## config.mk

```make
export PLATFORM = sky130hd
export DESIGN_NAME = jacobi_row_accumulator
export DESIGN_NICKNAME = d
export VERILOG_FILES = /design/src/rtl/jacobi_pkg.sv /design/src/rtl/issue_tracker.sv /design/src/rtl/jacobi_row_accumulator.sv
export SDC_FILE = /design/constraint.sdc
export NUM_CORES = 1
export LEC_CHECK = 0
export BUFFER_PORTS_ARGS = -buffer_cell sky130_fd_sc_hd__buf_2
export CORE_AREA = 2 2 112 114
export DETAILED_ROUTE_END_ITERATION = 8
export DIE_AREA = 0 0 114 116
export PLACE_DENSITY = 0.68
export SLEW_MARGIN = 40
export SYNTH_ARGS = -nofsm -noshare
export SYNTH_HDL_FRONTEND = slang
export SYNTH_SLANG_ARGS = --single-unit
```

## constraint.sdc

```tcl
create_clock -name clk -period 2.3 [get_ports clk]
set_input_delay 0.345 -clock clk [delete_from_list [all_inputs] [get_ports clk]]
set_output_delay 0.345 -clock clk [all_outputs]
set_load 0.03 [all_outputs]
```

## src/rtl/jacobi_pkg.sv

```systemverilog
`default_nettype none
// ============================================================================
// Module      : jacobi_pkg
// Description : Shared constants, types and helpers for the Jacobi cluster
//               row-reduction stage.
// Revision    : 1.0 - initial release
// ============================================================================
package jacobi_pkg;

  // IEEE-754 single precision word layout
  localparam int FP_W     = 32;
  localparam int SIGN_BIT = 31;

  typedef logic [FP_W-1:0] fp_t;

  localparam fp_t FP_POS_ZERO = 32'h0000_0000;

  // Row accumulator controller states
  localparam logic [1:0] c_st_accum = 2'd0;
  localparam logic [1:0] c_st_drain = 2'd1;
  localparam logic [1:0] c_st_out   = 2'd2;

  // Apply the optional sign flip and canonicalise both zeros to +0 so the
  // adder never sees -0 and a lone -0 element reduces to +0.
  function automatic fp_t make_elem(input fp_t data, input logic neg);
    fp_t r;
    if (data[SIGN_BIT-1:0] == '0) begin
      r = FP_POS_ZERO;
    end else begin
      r = {data[SIGN_BIT] ^ neg, data[SIGN_BIT-1:0]};
    end
    return r;
  endfunction

endpackage : jacobi_pkg
`default_nettype wire

```

## src/rtl/issue_tracker.sv

```systemverilog
`default_nettype none
// ============================================================================
// Module      : issue_tracker
// Description : Tracks operand pairs travelling through the external pipelined
//               adder. A LAT-deep tag shift register flags the cycle in which
//               each result returns; a counter holds the number in flight.
// Revision    : 1.0 - initial release
// ============================================================================
module issue_tracker #(
  parameter int LAT   = 6,
  parameter int CNT_W = 4
) (
  input  logic             clk,
  input  logic             rst,
  input  logic             issue,
  output logic             ret_v,
  output logic [CNT_W-1:0] inflight
);

  logic [LAT-1:0]   r_tags;
  logic [CNT_W-1:0] r_inflight;

  generate
    if (LAT == 1) begin : g_lat_one
      // Single-stage adder: the tag returns on the cycle after issue
      always_ff @(posedge clk) begin
        if (!rst) begin
          r_tags <= '0;
        end else begin
          r_tags <= issue;
        end
      end
    end else begin : g_lat_multi
      // Tag enters at bit 0 on issue and reaches bit LAT-1 with its result
      always_ff @(posedge clk) begin
        if (!rst) begin
          r_tags <= '0;
        end else begin
          r_tags <= {r_tags[LAT-2:0], issue};
        end
      end
    end
  endgenerate

  // In-flight count: +1 per issue, -1 per return, unchanged when both occur
  always_ff @(posedge clk) begin
    if (!rst) begin
      r_inflight <= '0;
    end else begin
      case ({issue, ret_v})
        2'b10:   r_inflight <= r_inflight + CNT_W'(1);
        2'b01:   r_inflight <= r_inflight - CNT_W'(1);
        default: r_inflight <= r_inflight;
      endcase
    end
  end

  assign ret_v    = r_tags[LAT-1];
  assign inflight = r_inflight;

endmodule : issue_tracker
`default_nettype wire

```

## src/rtl/jacobi_row_accumulator.sv

```systemverilog
`default_nettype none
// ============================================================================
// Module      : jacobi_row_accumulator
// Description : Reduces one row of IEEE-754 products to a single sum by
//               pairing incoming elements and returning adder results around
//               an external pipelined adder, then hands the row sum
//               downstream with a valid/ready handshake.
// Revision    : 1.0 - initial release
// ============================================================================
module jacobi_row_accumulator
  import jacobi_pkg::*;
#(
  parameter int LAT   = 6,
  parameter int CNT_W = 4
) (
  input  logic        clk,
  input  logic        rst,
  input  logic        in_valid,
  output logic        in_ready,
  input  logic [31:0] in_data,
  input  logic        in_neg,
  input  logic        in_last,
  output logic [31:0] add_a,
  output logic [31:0] add_b,
  output logic        add_op,
  output logic        add_ce,
  input  logic [31:0] add_result,
  output logic        sum_valid,
  input  logic        sum_ready,
  output logic [31:0] sum_data
);

  logic [1:0]       r_state;
  fp_t              r_pend;
  logic             r_pend_v;
  logic             r_sum_valid;
  fp_t              r_sum_data;

  fp_t              w_elem;
  fp_t              w_src;
  fp_t              w_op_a;
  fp_t              w_op_b;
  fp_t              w_pend_val;
  logic             w_take_e;
  logic             w_ret_v;
  logic             w_issue;
  logic             w_issue_q;
  logic             w_pend_load;
  logic             w_pend_clr;
  logic             w_done;
  logic [CNT_W-1:0] w_inflight;

  issue_tracker #(
    .LAT   (LAT),
    .CNT_W (CNT_W)
  ) u_issue (
    .clk      (clk),
    .rst      (rst),
    .issue    (w_issue),
    .ret_v    (w_ret_v),
    .inflight (w_inflight)
  );

  assign w_elem   = make_elem(in_data, in_neg);
  assign in_ready = (r_state == c_st_accum);
  assign w_take_e = in_valid & in_ready;

  // Combine two available sources into an adder issue, or park a lone source
  always_comb begin
    w_issue     = 1'b0;
    w_op_a      = r_pend;
    w_op_b      = w_elem;
    w_src       = w_elem;
    w_pend_load = 1'b0;
    w_pend_clr  = 1'b0;
    w_pend_val  = w_elem;
    if (w_ret_v && w_take_e) begin
      // Returning result pairs with the new element; pend is untouched
      w_issue = 1'b1;
      w_op_a  = add_result;
      w_op_b  = w_elem;
    end else if (w_ret_v || w_take_e) begin
      w_src = w_ret_v ? add_result : w_elem;
      if (r_pend_v) begin
        w_issue    = 1'b1;
        w_op_a     = r_pend;
        w_op_b     = w_src;
        w_pend_clr = 1'b1;
      end else begin
        w_pend_load = 1'b1;
        w_pend_val  = w_src;
      end
    end
  end

  // Row is fully reduced once only the parked value remains
  assign w_done = (r_state == c_st_drain) && r_pend_v &&
                  (w_inflight == '0) && !w_ret_v;

  // Operands are presented in the issue cycle; idle and reset drive zeros
  assign w_issue_q = w_issue & rst;
  assign add_a     = w_issue_q ? w_op_a : FP_POS_ZERO;
  assign add_b     = w_issue_q ? w_op_b : FP_POS_ZERO;
  assign add_op    = 1'b0;
  assign add_ce    = rst;

  // Parked operand register
  always_ff @(posedge clk) begin
    if (!rst) begin
      r_pend   <= FP_POS_ZERO;
      r_pend_v <= 1'b0;
    end else begin
      if (w_pend_load) begin
        r_pend   <= w_pend_val;
        r_pend_v <= 1'b1;
      end else if (w_pend_clr || w_done) begin
        r_pend_v <= 1'b0;
      end
    end
  end

  // Row controller: accept elements, drain the adder, present the sum
  always_ff @(posedge clk) begin
    if (!rst) begin
      r_state     <= c_st_accum;
      r_sum_valid <= 1'b0;
      r_sum_data  <= FP_POS_ZERO;
    end else begin
      case (r_state)
        c_st_accum: begin
          if (w_take_e && in_last) begin
            r_state <= c_st_drain;
          end
        end
        c_st_drain: begin
          if (w_done) begin
            r_state     <= c_st_out;
            r_sum_data  <= r_pend;
            r_sum_valid <= 1'b1;
          end
        end
        c_st_out: begin
          if (sum_ready) begin
            r_state     <= c_st_accum;
            r_sum_valid <= 1'b0;
          end
        end
        default: begin
          r_state     <= c_st_accum;
          r_sum_valid <= 1'b0;
        end
      endcase
    end
  end

  assign sum_valid = r_sum_valid;
  assign sum_data  = r_sum_data;

endmodule : jacobi_row_accumulator
`default_nettype wire

```

# ---- Word-level counts from Yosys, hierarchy flattened
# Cells that the tools add are included.
dict set report word_totals {
  regBits 78
  input_bits 70
  out_inout_bits 100
  wordCells 64
}
dict set report op_classes {
  addsub 2
  n_eq_ne 7
  mux 28
  bitwise 4
  n_reduce_logical 16
}
# operator count
set ops {}
lappend ops {{2-to-1 mux 32 bit} 11}
lappend ops {{zero test 31 bit} 1}
lappend ops {{2-to-1 mux 1 bit} 11}
lappend ops {{one-hot mux 4 bit (2 select lines)} 1}
lappend ops {{2-to-1 mux 2 bit} 3}
lappend ops {{one-hot mux 2 bit (3 select lines)} 1}
lappend ops {{AND reduction 3 bit} 2}
lappend ops {{logical AND 1 bit} 5}
lappend ops {{adder 4 x 1 -> 4 bit, second input constant} 1}
lappend ops {{== test 2 x 1 -> 1 bit, second input constant} 2}
lappend ops {{== test 2 bit, second input constant} 2}
lappend ops {{zero test 4 bit} 1}
lappend ops {{inequality test 2 bit, second input constant} 2}
lappend ops {{nonzero test 2 bit} 2}
lappend ops {{subtractor 4 x 1 -> 4 bit, second input constant} 1}
lappend ops {{one-hot mux 1 bit (3 select lines)} 1}
lappend ops {{AND 1 bit} 2}
lappend ops {{zero test 2 bit} 1}
lappend ops {{logical OR 1 bit} 2}
lappend ops {{inequality test 2 x 1 -> 1 bit, second input constant} 1}
lappend ops {{AND reduction 2 bit} 1}
lappend ops {{zero test 1 bit} 1}
lappend ops {{NOT 1 bit} 1}
lappend ops {{bitwise XOR 1 bit} 1}

# ---- Depth between registers and ports, before layout
# Gate-level depths: netlist of the first run.
dict set report depth {
  ltp_word 8
  ltp_mapped 11
  depth_no_buf 10
}

# ---- By module
# A second synthesis of the first run with hierarchy kept.
dict set report unflattened {
  cells_unflattened 660
  area_unflattened_um2 4782.1
}
# module instances cells_per_inst area_per_inst_um2 seq_area_each_um2
set modules_own_cells {}
lappend modules_own_cells {jacobi_row_accumulator 1 619 4360.4 1361.3}
lappend modules_own_cells {issue_tracker 1 41 421.7 200.2}

# ---- Worst setup path before layout of the first run
# OpenSTA, ideal clock, no wires.
dict set report synth_timing {
  kind {register to output}
  startpoint {reg r_state[0]}
  endpoint {out add_b[31]}
  arrival_time_ns 2.056
  required_ns 1.955
  slack_ns -0.101
  path_stages_with_launch 7
  n_path_buf 2
  cell_sequence {dfxtp_1 > buf_6 > or3b_1 > buf_2 > xnor2_4 > and3_1 > a211oi_1}
}
dict set report synth_between {
  elab_chain_cells 7
  word_cells_on_any_way 10
  classes_between {5 x mux; 2 x bitwise; 3 x reduce/logical}
}
# element line_no
set synth_lines {}
lappend synth_lines {{start, declared} jacobi_row_accumulator.sv:33} ;# logic [1:0] r_state;
lappend synth_lines {{start signal, assigned} jacobi_row_accumulator.sv:125} ;# r_state <= c_st_accum;
lappend synth_lines {{start signal, assigned} jacobi_row_accumulator.sv:132} ;# r_state <= c_st_drain;
lappend synth_lines {{start signal, assigned} jacobi_row_accumulator.sv:137} ;# r_state <= c_st_out;
lappend synth_lines {{zero test 2 bit (*)} jacobi_row_accumulator.sv:65} ;# assign in_ready = (r_state == c_st_accum);
lappend synth_lines {{AND 1 bit (*)} jacobi_row_accumulator.sv:66} ;# assign w_take_e = in_valid & in_ready;
lappend synth_lines {{logical OR 1 bit} jacobi_row_accumulator.sv:82} ;# end else if (w_ret_v || w_take_e) begin
lappend synth_lines {{2-to-1 mux 1 bit} jacobi_row_accumulator.sv:82}
lappend synth_lines {{2-to-1 mux 1 bit} jacobi_row_accumulator.sv:77} ;# if (w_ret_v && w_take_e) begin
lappend synth_lines {{AND 1 bit} jacobi_row_accumulator.sv:101} ;# assign w_issue_q = w_issue & rst;
lappend synth_lines {{2-to-1 mux 32 bit (*)} jacobi_row_accumulator.sv:103} ;# assign add_b = w_issue_q ? w_op_b : FP_POS_ZERO;
lappend synth_lines {{end, declared} jacobi_row_accumulator.sv:24} ;# output logic [31:0] add_b,
# Mark *: on every way between the ends. The rest lies on a longest branch, timed or not.

# ---- Worst setup path in the final report of the first run
dict set report layout_timing {
  startpoint {reg r_state[1]}
  endpoint {out add_b[31]}
}
# Same word-level chain as after synthesis.

==> impl_metrics.env, run 1 <==
export IMPL_status="finished with violations"
export IMPL_violations="setup timing"
export IMPL_htree_levels=3
export IMPL_routed_wl_um=16800
export IMPL_arrival_ns=1.96
export IMPL_clockRootBuffer="clkbuf_16"
export IMPL_viasPerCell=5.58
export IMPL_synth_compound_area_share=0.256
export IMPL_clockBufferDepth=2
export IMPL_io_buffers=168
export IMPL_layout_nets=884
export IMPL_rsz0062_at_grt="yes"
export IMPL_leakage_nw=2.46
export IMPL_synthToLayoutAreaGrowth_pct=36.2
export IMPL_seqPwrFrac=0.419
export IMPL_grt_pass1_vias=4696
export IMPL_muxShareOfSynthArea=0.0686
export IMPL_ant_nets=0
export IMPL_drtIter0Drc=451
export IMPL_rows=40
export IMPL_p_sw_frac=0.305
export IMPL_synth_edf_count=0
export IMPL_dpl_cell_area_um2=5680
export IMPL_layout_setup_ws_ns=-0.00523
export IMPL_postSynthAreaPerCell_um2=7.07
export IMPL_netlist_instances=661
export IMPL_cts_tree="built"
export IMPL_start_util=0.392
export IMPL_ir_drop_mv=0.361
export IMPL_die_area_um2=13200
export IMPL_synth_top_area_frac=0.334
export IMPL_critPathKind="reg -> out"
export IMPL_fp_dieW_um=114
export IMPL_grt_max_degree=76
export IMPL_core_area_um2=11900
export IMPL_crit_path_end_kind="output pin"
export IMPL_place_ws_ns=-0.00164
export IMPL_antenna_found_initial=0
export IMPL_fin_skew_ns=0.0106
export IMPL_cp_max_fo=7
export IMPL_synth_seq_cells=78
export IMPL_finalCritPeriodShare=1.00
export IMPL_grt_overflow=0
export IMPL_die_height_um=116
export IMPL_power_total_w=0.00356
export IMPL_power_switching_w=0.00109
export IMPL_synth_nets=734
export IMPL_grtUsageTotal=0.236
export IMPL_design_area_um2=6360
export IMPL_slew_violations=0
export IMPL_gp_congestion=0.840
export IMPL_synthXorXnorAreaFrac=0.0134
export IMPL_n_antenna_cell=0
export IMPL_intPower_w=0.00248
export IMPL_grt_pass1_wl_um=24700
export IMPL_startpoint_type="flip-flop"
export IMPL_num_io_pins=170
export IMPL_dp_hpwl_um=10800
export IMPL_required_ns=1.96
export IMPL_synth_top_family_by_area="compound AO/OA/AOI/OAI gates"
export IMPL_n_fill_cell=1214
export IMPL_synth_simple_gate_area_share=0.244
export IMPL_p_clk_frac=0.391
export IMPL_drc=0
export IMPL_path_clk_slew_ns=0.07
export IMPL_place_inst=940
export IMPL_layout_drive_gt1_share=0.311
export IMPL_maxCapViolCount=0
export IMPL_hold_path_class="in -> reg"
export IMPL_synth_cell_types=37
export IMPL_cts_sinks=78
export IMPL_clk_latency_ns=0.34
export IMPL_hold_viol=0
export IMPL_wl_per_cell_um=17.4
export IMPL_setup_viol=1
export IMPL_firstDrtPassIters=5
export IMPL_power_density_nw_per_um2=560
export IMPL_synthTopCellsByArea="dfxtp_1, nand2_1, a21oi_1, mux2i_1, a211oi_1"
export IMPL_synth_ff_type="dfxtp_1"
export IMPL_fin_hold_ws_ns=0.270
export IMPL_netlist_top_cell_by_area="dfxtp_1"
export IMPL_period_needed_ns=2.31
export IMPL_yosys_warnings=0
export IMPL_cts_buffers=9
export IMPL_max_freq_mhz=434
export IMPL_vias=5372
export IMPL_synth_async_sr_flop_share=0
export IMPL_yosysSeqAreaShare=0.334
export IMPL_synth_adder_area_share=0.0102
export IMPL_instances_no_fill=963
export IMPL_power_frac_comb=0.190
export IMPL_netlist_area_um2=4670
-- critical path, stage by stage (launching register included) --
cell and delay [ns]:
dfxtp_4 0.37, nor3b_4 0.31, maj3_2 0.29, nand2_4 0.10, buf_12 0.18, a211oi_4 0.19
buf_6 0.17
-- layout make-up --
class                           instances  area, um^2  area share
Clock buffer                           10         250      0.0393
Inverter                                4        16.3     0.00256
Multi-Input combinational cell        514        2900       0.456
Clock inverter                          6        42.5     0.00668
Tap cell                              147         184      0.0289
Timing Repair Buffer                  204        1400       0.220
Sequential cell                        78        1570       0.247
-- worst paths after layout --
kind	startpoint	to	slack, ns	cells after the start
setup / recovery	r_state[1]	add_b[31]	-0.005	6
hold / removal	sum_ready	r_state[1]	0.27	4
setup reg to reg	r_state[1]	u_issue.inflight[3]	0.03	9
hold reg to reg	u_issue.r_tags[1]	u_issue.r_tags[2]	0.43	1
-- registers in the layout (all words and copies together), names as in the netlist --
name and flops:
r_pend 32, r_pend_v 1, r_state 2, sum_data 32, sum_valid 1, u_issue.inflight 4
u_issue.r_tags 6
-- power by group through the flow --
stage                     clock, W  sequential (W)  combinational [W]
after floorplan                  0         0.00150           0.000386
after global placement           0         0.00152           0.000613
after detailed placement         0         0.00152           0.000618
after CTS                  0.00142         0.00149           0.000624
after global routing       0.00147         0.00150           0.000732
final                      0.00139         0.00149           0.000677
-- cell usage in the layout (no fill, tap or decap), types with 2 or more instances in the layout --
| cell | count |
|---|---|
| a211oi_1 | 31 |
| a21o_1 | 32 |
| a21oi_1 | 116 |
| a21oi_2 | 17 |
| and2_1 | 6 |
| buf_12 | 5 |
| buf_2 | 120 |
| buf_4 | 64 |
| buf_6 | 7 |
| clkbuf_16 | 14 |
| clkbuf_4 | 3 |
| clkinv_2 | 3 |
| clkinvlp_4 | 2 |
| dfxtp_1 | 75 |
| dfxtp_4 | 2 |
| ha_2 | 2 |
| inv_1 | 2 |
| mux2i_1 | 32 |
| nand2_1 | 195 |
| nand3_1 | 33 |
| nand4_1 | 2 |
| nor2_1 | 8 |
| nor3_1 | 3 |
| nor4_1 | 7 |
| nor4b_1 | 2 |
| o21ai_0 | 5 |
| xor2_1 | 3 |
-- routing by layer --
| layer | GRT usage | wire length (um) | vias to the layer above |
|---|---|---|---|
| met5 | 0 | 0 | - |
| met4 | 0.0634 | 317 | 0 |
| met3 | 0.0450 | 1220 | 35 |
| met2 | 0.383 | 7810 | 260 |
| met1 | 0.323 | 7430 | 2492 |
| li1 | - | - | 2585 |
-- kinds of logic after synthesis --
| group | Yosys count |
|---|---|
| simple gates | 267 |
| compound gates | 205 |
| flops | 78 |
| buf+inv | 69 |
| mux | 32 |
| xor+xnor | 5 |
| fa+ha+maj | 4 |
| other cells | 1 |
-- Yosys cell counts (3+ instances only) --
| cell | n |
|---|---|
| a211oi_1 | 32 |
| a21o_1 | 32 |
| a21oi_1 | 133 |
| and2_1 | 6 |
| buf_1 | 5 |
| buf_2 | 9 |
| buf_4 | 3 |
| buf_6 | 8 |
| clkbuf_1 | 40 |
| dfxtp_1 | 78 |
| ha_1 | 3 |
| inv_1 | 4 |
| mux2i_1 | 32 |
| nand2_1 | 197 |
| nand3_1 | 33 |
| nor2_1 | 8 |
| nor3_1 | 3 |
| nor4_1 | 7 |
| o21ai_0 | 5 |
| xor2_1 | 3 |
-- stage by stage --
stage | setup TNS [ns] | utilization
after detailed placement | -0.00164 | 0.477
after global routing | -2.02 | 0.534
after floorplan | 0 | -
final | -0.00523 | 0.534
after CTS | -0.0604 | 0.503
after global placement | 0 | 0.477
-- what timing repair did --
| action | in CTS | in global routing |
|---|---|---|
| hold buffers | 0 | 0 |
| endpoints found under the setup margin | 64 | 61 |
| gates resized for setup | 7 | 125 |
| buffers inserted | 0 | 3 |
| pin swaps | 0 | 6 |
| cloned | 0 | 4 |
No activity file was read; power rests on OpenSTA's default activity.
==> run 2: changes to the inputs <==
--- a/config.mk
+++ b/config.mk
@@ -6,7 +6,9 @@
 export NUM_CORES = 1
 export LEC_CHECK = 0
 export BUFFER_PORTS_ARGS = -buffer_cell sky130_fd_sc_hd__buf_2
+export CAP_MARGIN = 25
 export CORE_AREA = 2 2 112 114
+export CTS_BUF_LIST = sky130_fd_sc_hd__clkbuf_4
 export DETAILED_ROUTE_END_ITERATION = 8
 export DIE_AREA = 0 0 114 116
 export PLACE_DENSITY = 0.68
==> impl_metrics.env, run 2 (synthesis results as in run 1) <==
export IMPL_cts_tree="built"
export IMPL_core_area_um2=11900
export IMPL_required_ns=1.96
export IMPL_hold_depth=4
export IMPL_wl_met2_um=8470
export IMPL_grt_pass1_wl_um=26800
export IMPL_ant_nets=0
export IMPL_cts_sinks=78
export IMPL_r2r_end="u_issue.inflight[3]"
export IMPL_postCtsHoldBufs=0
export IMPL_grt_overflow=0
export IMPL_min_from="sum_ready"
export IMPL_die_area_um2=13200
export IMPL_period_needed_ns=2.42
export IMPL_crit_path_end_kind="output pin"
export IMPL_reg2regPathDepth=9
export IMPL_hold_viol=0
export IMPL_dr_max_layer_used="met4"
export IMPL_dp_hpwl_um=10800
export IMPL_fp_dieW_um=114
export IMPL_clockRootBuffer="clkbuf_4"
export IMPL_setup_viol=61
export IMPL_clockBufferDepth=2
export IMPL_rsz0062_at_grt="yes"
export IMPL_design_area_um2=6870
export IMPL_cp_max_fo=7
export IMPL_rows=40
export IMPL_slew_violations=0
export IMPL_route_met3_wl_um=1650
export IMPL_n_antenna_cell=0
export IMPL_start_util=0.392
export IMPL_num_io_pins=170
export IMPL_path_clk_slew_ns=0.15
export IMPL_drtIter0Drc=450
export IMPL_arrival_ns=2.08
export IMPL_maxCapViolCount=0
export IMPL_n_fill_cell=1126
export IMPL_drc=0
export IMPL_synthToLayoutAreaGrowth_pct=47.0
export IMPL_startpoint_type="flip-flop"
export IMPL_ir_drop_mv=0.286
export IMPL_finish_utilization=0.576
export IMPL_clk_latency_ns=0.45
export IMPL_finalCritPeriodShare=1.05
export IMPL_max_freq_mhz=413
export IMPL_whs_endpoint="r_state[1]"
export IMPL_leakage_nw=2.53
export IMPL_viasPerCell=5.68
export IMPL_firstDrtPassIters=5
export IMPL_die_height_um=116
export IMPL_critPathKind="reg -> out"
export IMPL_grtUsageTotal=0.259
export IMPL_status="finished with violations"
export IMPL_layout_setup_ws_ns=-0.122
export IMPL_wl_per_cell_um=18.8
export IMPL_dpl_cell_area_um2=5680
export IMPL_gp_congestion=0.840
export IMPL_final_common_cell="nand2_1"
export IMPL_regToRegSetupSlack_ns=0.05
export IMPL_io_buffers=168
export IMPL_wl_met1_um=7640
export IMPL_antenna_found_initial=0
export IMPL_fin_skew_ns=0.0237
export IMPL_power_density_nw_per_um2=453
export IMPL_vias=5525
export IMPL_cts_buffers=9
export IMPL_htree_levels=3
export IMPL_routed_wl_um=18200
export IMPL_layout_drive_gt1_share=0.371
export IMPL_violations="setup timing"
export IMPL_most_common_layout_cells="nand2_1, buf_2, a21oi_1"
export IMPL_grt_max_degree=76
export IMPL_layout_nets=893
export IMPL_grt_pass1_vias=4992
export IMPL_hold_path_class="in -> reg"
export IMPL_r2r_start="r_state[0]"
export IMPL_tns_ns=-4.00
run 2: through the flow:
stage | power [W] | worst slack (ns) | cells | hold WS [ns]
after floorplan | 0.00189 | 0.0448 | 661 | 0.412
after CTS | 0.00308 | -0.103 | 970 | 0.117
after global placement | 0.00213 | 0.0455 | 940 | 0.414
after detailed placement | 0.00214 | -0.00164 | 940 | 0.419
after global routing | 0.00325 | -0.210 | 972 | 0.139
final | 0.00311 | -0.122 | 972 | 0.138
run 2: final cells by class:
class                           count  area, um^2  share of cell area
Clock buffer                        9        67.6             0.00984
Clock inverter                      7        72.6              0.0106
Inverter                            4        16.3             0.00237
Multi-Input combinational cell    514        3130               0.456
Sequential cell                    78        1570               0.229
Tap cell                          147         184              0.0268
Timing Repair Buffer              213        1820               0.265
run 2: worst max-delay path by stage:
stage                    start             endpoint  slack, ns  depth (start not counted)
detailed placement    in_valid  u_issue.inflight[2]     -0.002                         11
CTS                 r_state[1]            add_b[31]      -0.10                          5
global placement      in_valid  u_issue.inflight[2]       0.05                         11
finish              r_state[0]            add_b[31]      -0.12                          6
global route        r_state[0]            add_b[31]      -0.21                          6
floorplan           r_state[0]  u_issue.inflight[2]       0.04                         11
run 2: repair_timing:
| action | CTS | global route |
|---|---|---|
| gates resized for setup | 127 | 104 |
| cloned | 6 | 4 |
| pin swaps | 8 | 14 |
| setup buffers | 8 | 0 |
| endpoints found under the setup margin | 64 | 66 |
run 2: routing by layer:
layer  up-vias  track usage
met5         -            0
met4         0       0.0984
met3        47       0.0460
met2       287        0.414
met1      2586        0.349
li1       2605            -
run 2: critical path, stage by stage (launching register included):
cell	delay, ns
dfxtp_4	0.40
nor3b_4	0.28
maj3_2	0.29
nand2_4	0.11
buf_12	0.18
a211oi_4	0.19
buf_6	0.16
run 2: power breakdown:
group | internal, W | switching [W] | leakage, nW
Combinational | 0.000293 | 0.000463 | 1.82
Sequential | 0.00142 | 0.0000692 | 0.639
Clock | 0.000332 | 0.000532 | 0.0723
==> run 3: changes to the inputs <==
--- a/config.mk
+++ b/config.mk
@@ -5,12 +5,12 @@
 export SDC_FILE = /design/constraint.sdc
 export NUM_CORES = 1
 export LEC_CHECK = 0
-export BUFFER_PORTS_ARGS = -buffer_cell sky130_fd_sc_hd__buf_2
+export BUFFER_PORTS_ARGS = -buffer_cell sky130_fd_sc_hd__clkbuf_2
 export CAP_MARGIN = 25
-export CORE_AREA = 2 2 112 114
+export CORE_AREA = 10 10 120 122
 export CTS_BUF_LIST = sky130_fd_sc_hd__clkbuf_4
 export DETAILED_ROUTE_END_ITERATION = 8
-export DIE_AREA = 0 0 114 116
+export DIE_AREA = 0 0 130 132
 export PLACE_DENSITY = 0.68
 export SLEW_MARGIN = 40
 export SYNTH_ARGS = -nofsm -noshare
==> impl_metrics.env, run 3 (synthesis results as in run 1) <==
export IMPL_cts_sinks=78
export IMPL_cp_max_fo=4
export IMPL_reg2regPathDepth=10
export IMPL_grt_pass1_vias=5224
export IMPL_setup_viol=64
export IMPL_rsz0062_at_grt="yes"
export IMPL_violations="setup timing"
export IMPL_rows=40
export IMPL_dpl_cell_area_um2=5720
export IMPL_core_area_um2=11900
export IMPL_status="finished with violations"
export IMPL_grt_overflow=0
export IMPL_cts_tree="built"
export IMPL_design_area_um2=7140
export IMPL_leakage_nw=2.70
export IMPL_hold_path_class="in -> reg"
export IMPL_grtUsageTotal=0.211
export IMPL_critPathKind="reg -> out"
export IMPL_dp_hpwl_um=12500
export IMPL_final_common_cell="nand2_1"
export IMPL_die_area_um2=17200
export IMPL_clockRootBuffer="clkbuf_4"
export IMPL_gp_congestion=0.884
export IMPL_seq_area_um2=1570
export IMPL_clk_latency_ns=0.46
export IMPL_io_buffers=168
export IMPL_max_freq_mhz=404
export IMPL_path_clk_slew_ns=0.13
export IMPL_num_io_pins=170
export IMPL_wl_per_cell_um=20.9
export IMPL_r2r_start="r_state[0]"
export IMPL_n_fill_cell=1079
export IMPL_drtIter0Drc=536
export IMPL_drc=0
export IMPL_most_common_layout_cells="nand2_1, clkbuf_2, dfxtp_1"
export IMPL_ir_drop_mv=0.331
export IMPL_viasPerCell=5.76
export IMPL_layout_nets=897
export IMPL_worstMarginPinSlew_ns=0.523
export IMPL_crit_path_end_kind="output pin"
export IMPL_antenna_found_initial=0
export IMPL_period_needed_ns=2.48
export IMPL_regToRegSetupSlack_ns=0.09
export IMPL_layout_setup_ws_ns=-0.176
export IMPL_grt_max_degree=66
export IMPL_grt_use_met1=0.270
export IMPL_grt_busiest_layer="met2"
export IMPL_whs_endpoint="r_state[1]"
export IMPL_slew_violations=0
export IMPL_grt_use_met2=0.320
export IMPL_arrival_ns=2.13
export IMPL_finalCritPeriodShare=1.08
export IMPL_vias=5623
export IMPL_grt_pass1_wl_um=28800
export IMPL_n_antenna_cell=0
export IMPL_routed_wl_um=20400
export IMPL_clockBufferDepth=2
export IMPL_r2r_end="u_issue.inflight[2]"
export IMPL_synthToLayoutAreaGrowth_pct=52.9
export IMPL_power_density_nw_per_um2=469
export IMPL_fp_dieW_um=130
export IMPL_relSlewSlack=0.648
export IMPL_multi_input_area_um2=3280
export IMPL_firstDrtPassIters=5
export IMPL_layout_drive_gt1_share=0.429
export IMPL_min_from="sum_ready"
export IMPL_startpoint_type="flip-flop"
export IMPL_start_util=0.392
export IMPL_grt_use_met3=0.0676
export IMPL_fin_skew_ns=0.0206
export IMPL_maxCapViolCount=0
export IMPL_ant_nets=0
export IMPL_htree_levels=3
export IMPL_postCtsHoldBufs=0
export IMPL_hold_depth=4
export IMPL_die_height_um=132
export IMPL_hold_viol=0
export IMPL_fin_hold_ws_ns=0.153
export IMPL_required_ns=1.96
export IMPL_cts_buffers=9
run 3: worst max-delay path: stages, from the launching register on:
cell,delay [ns]
dfxtp_4,0.38
buf_6,0.13
or3b_4,0.43
xnor2_4,0.16
and3_4,0.16
a211oi_4,0.22
clkbuf_8,0.20
run 3: layout make-up:
class | count | area share
clock buffer | 11 | 0.0116
multi-input combinational | 514 | 0.460
tap | 147 | 0.0257
clock inverter | 5 | 0.0149
timing repair buffer | 217 | 0.266
sequential | 78 | 0.220
inverter | 4 | 0.00228
run 3: layer usage:
layer  up-vias  wire [um]
met3        44       1980
li1       2620          -
met5         -          0
met2       309       9610
met1      2650       8240
met4         0        576
run 3: power by group:
| part | internal, W | switching, W | leakage (nW) |
|---|---|---|---|
| logic | 0.000292 | 0.000478 | 1.96 |
| clock network | 0.000579 | 0.000523 | 0.0977 |
| registers | 0.00142 | 0.0000606 | 0.639 |
| total | 0.00229 | 0.00106 | 2.70 |
run 3: what timing repair did:
| item | 4_1_cts | 5_1_grt |
|---|---|---|
| resized for setup | 87 | 253 |
| buffers inserted | 6 | 2 |
| pin swaps | 6 | 63 |
| setup endpoints to repair | 64 | 66 |
| gates cloned | 4 | 6 |
run 3: per-stage QoR:
step,setup TNS (ns),utilization,setup slack [ns],power [W],std cells
floorplan,0,-,0.0448,0.00189,661
global placement,-0.0242,0.480,-0.0242,0.00214,943
detailed placement,-0.0531,0.480,-0.0531,0.00214,943
CTS,-7.88,0.530,-0.168,0.00328,969
global route,-13.05,0.600,-0.260,0.00349,976
finish,-7.33,0.600,-0.176,0.00335,976
run 3: worst max-delay path by stage:
stage,startpoint,to,cells after the start
finish,r_state[0],add_b[31],6
global route,r_state[0],add_b[19],7
CTS,r_state[1],add_b[26],7
detailed placement,in_valid,add_b[31],8
global placement,in_valid,add_b[31],8
floorplan,r_state[0],u_issue.inflight[2],11
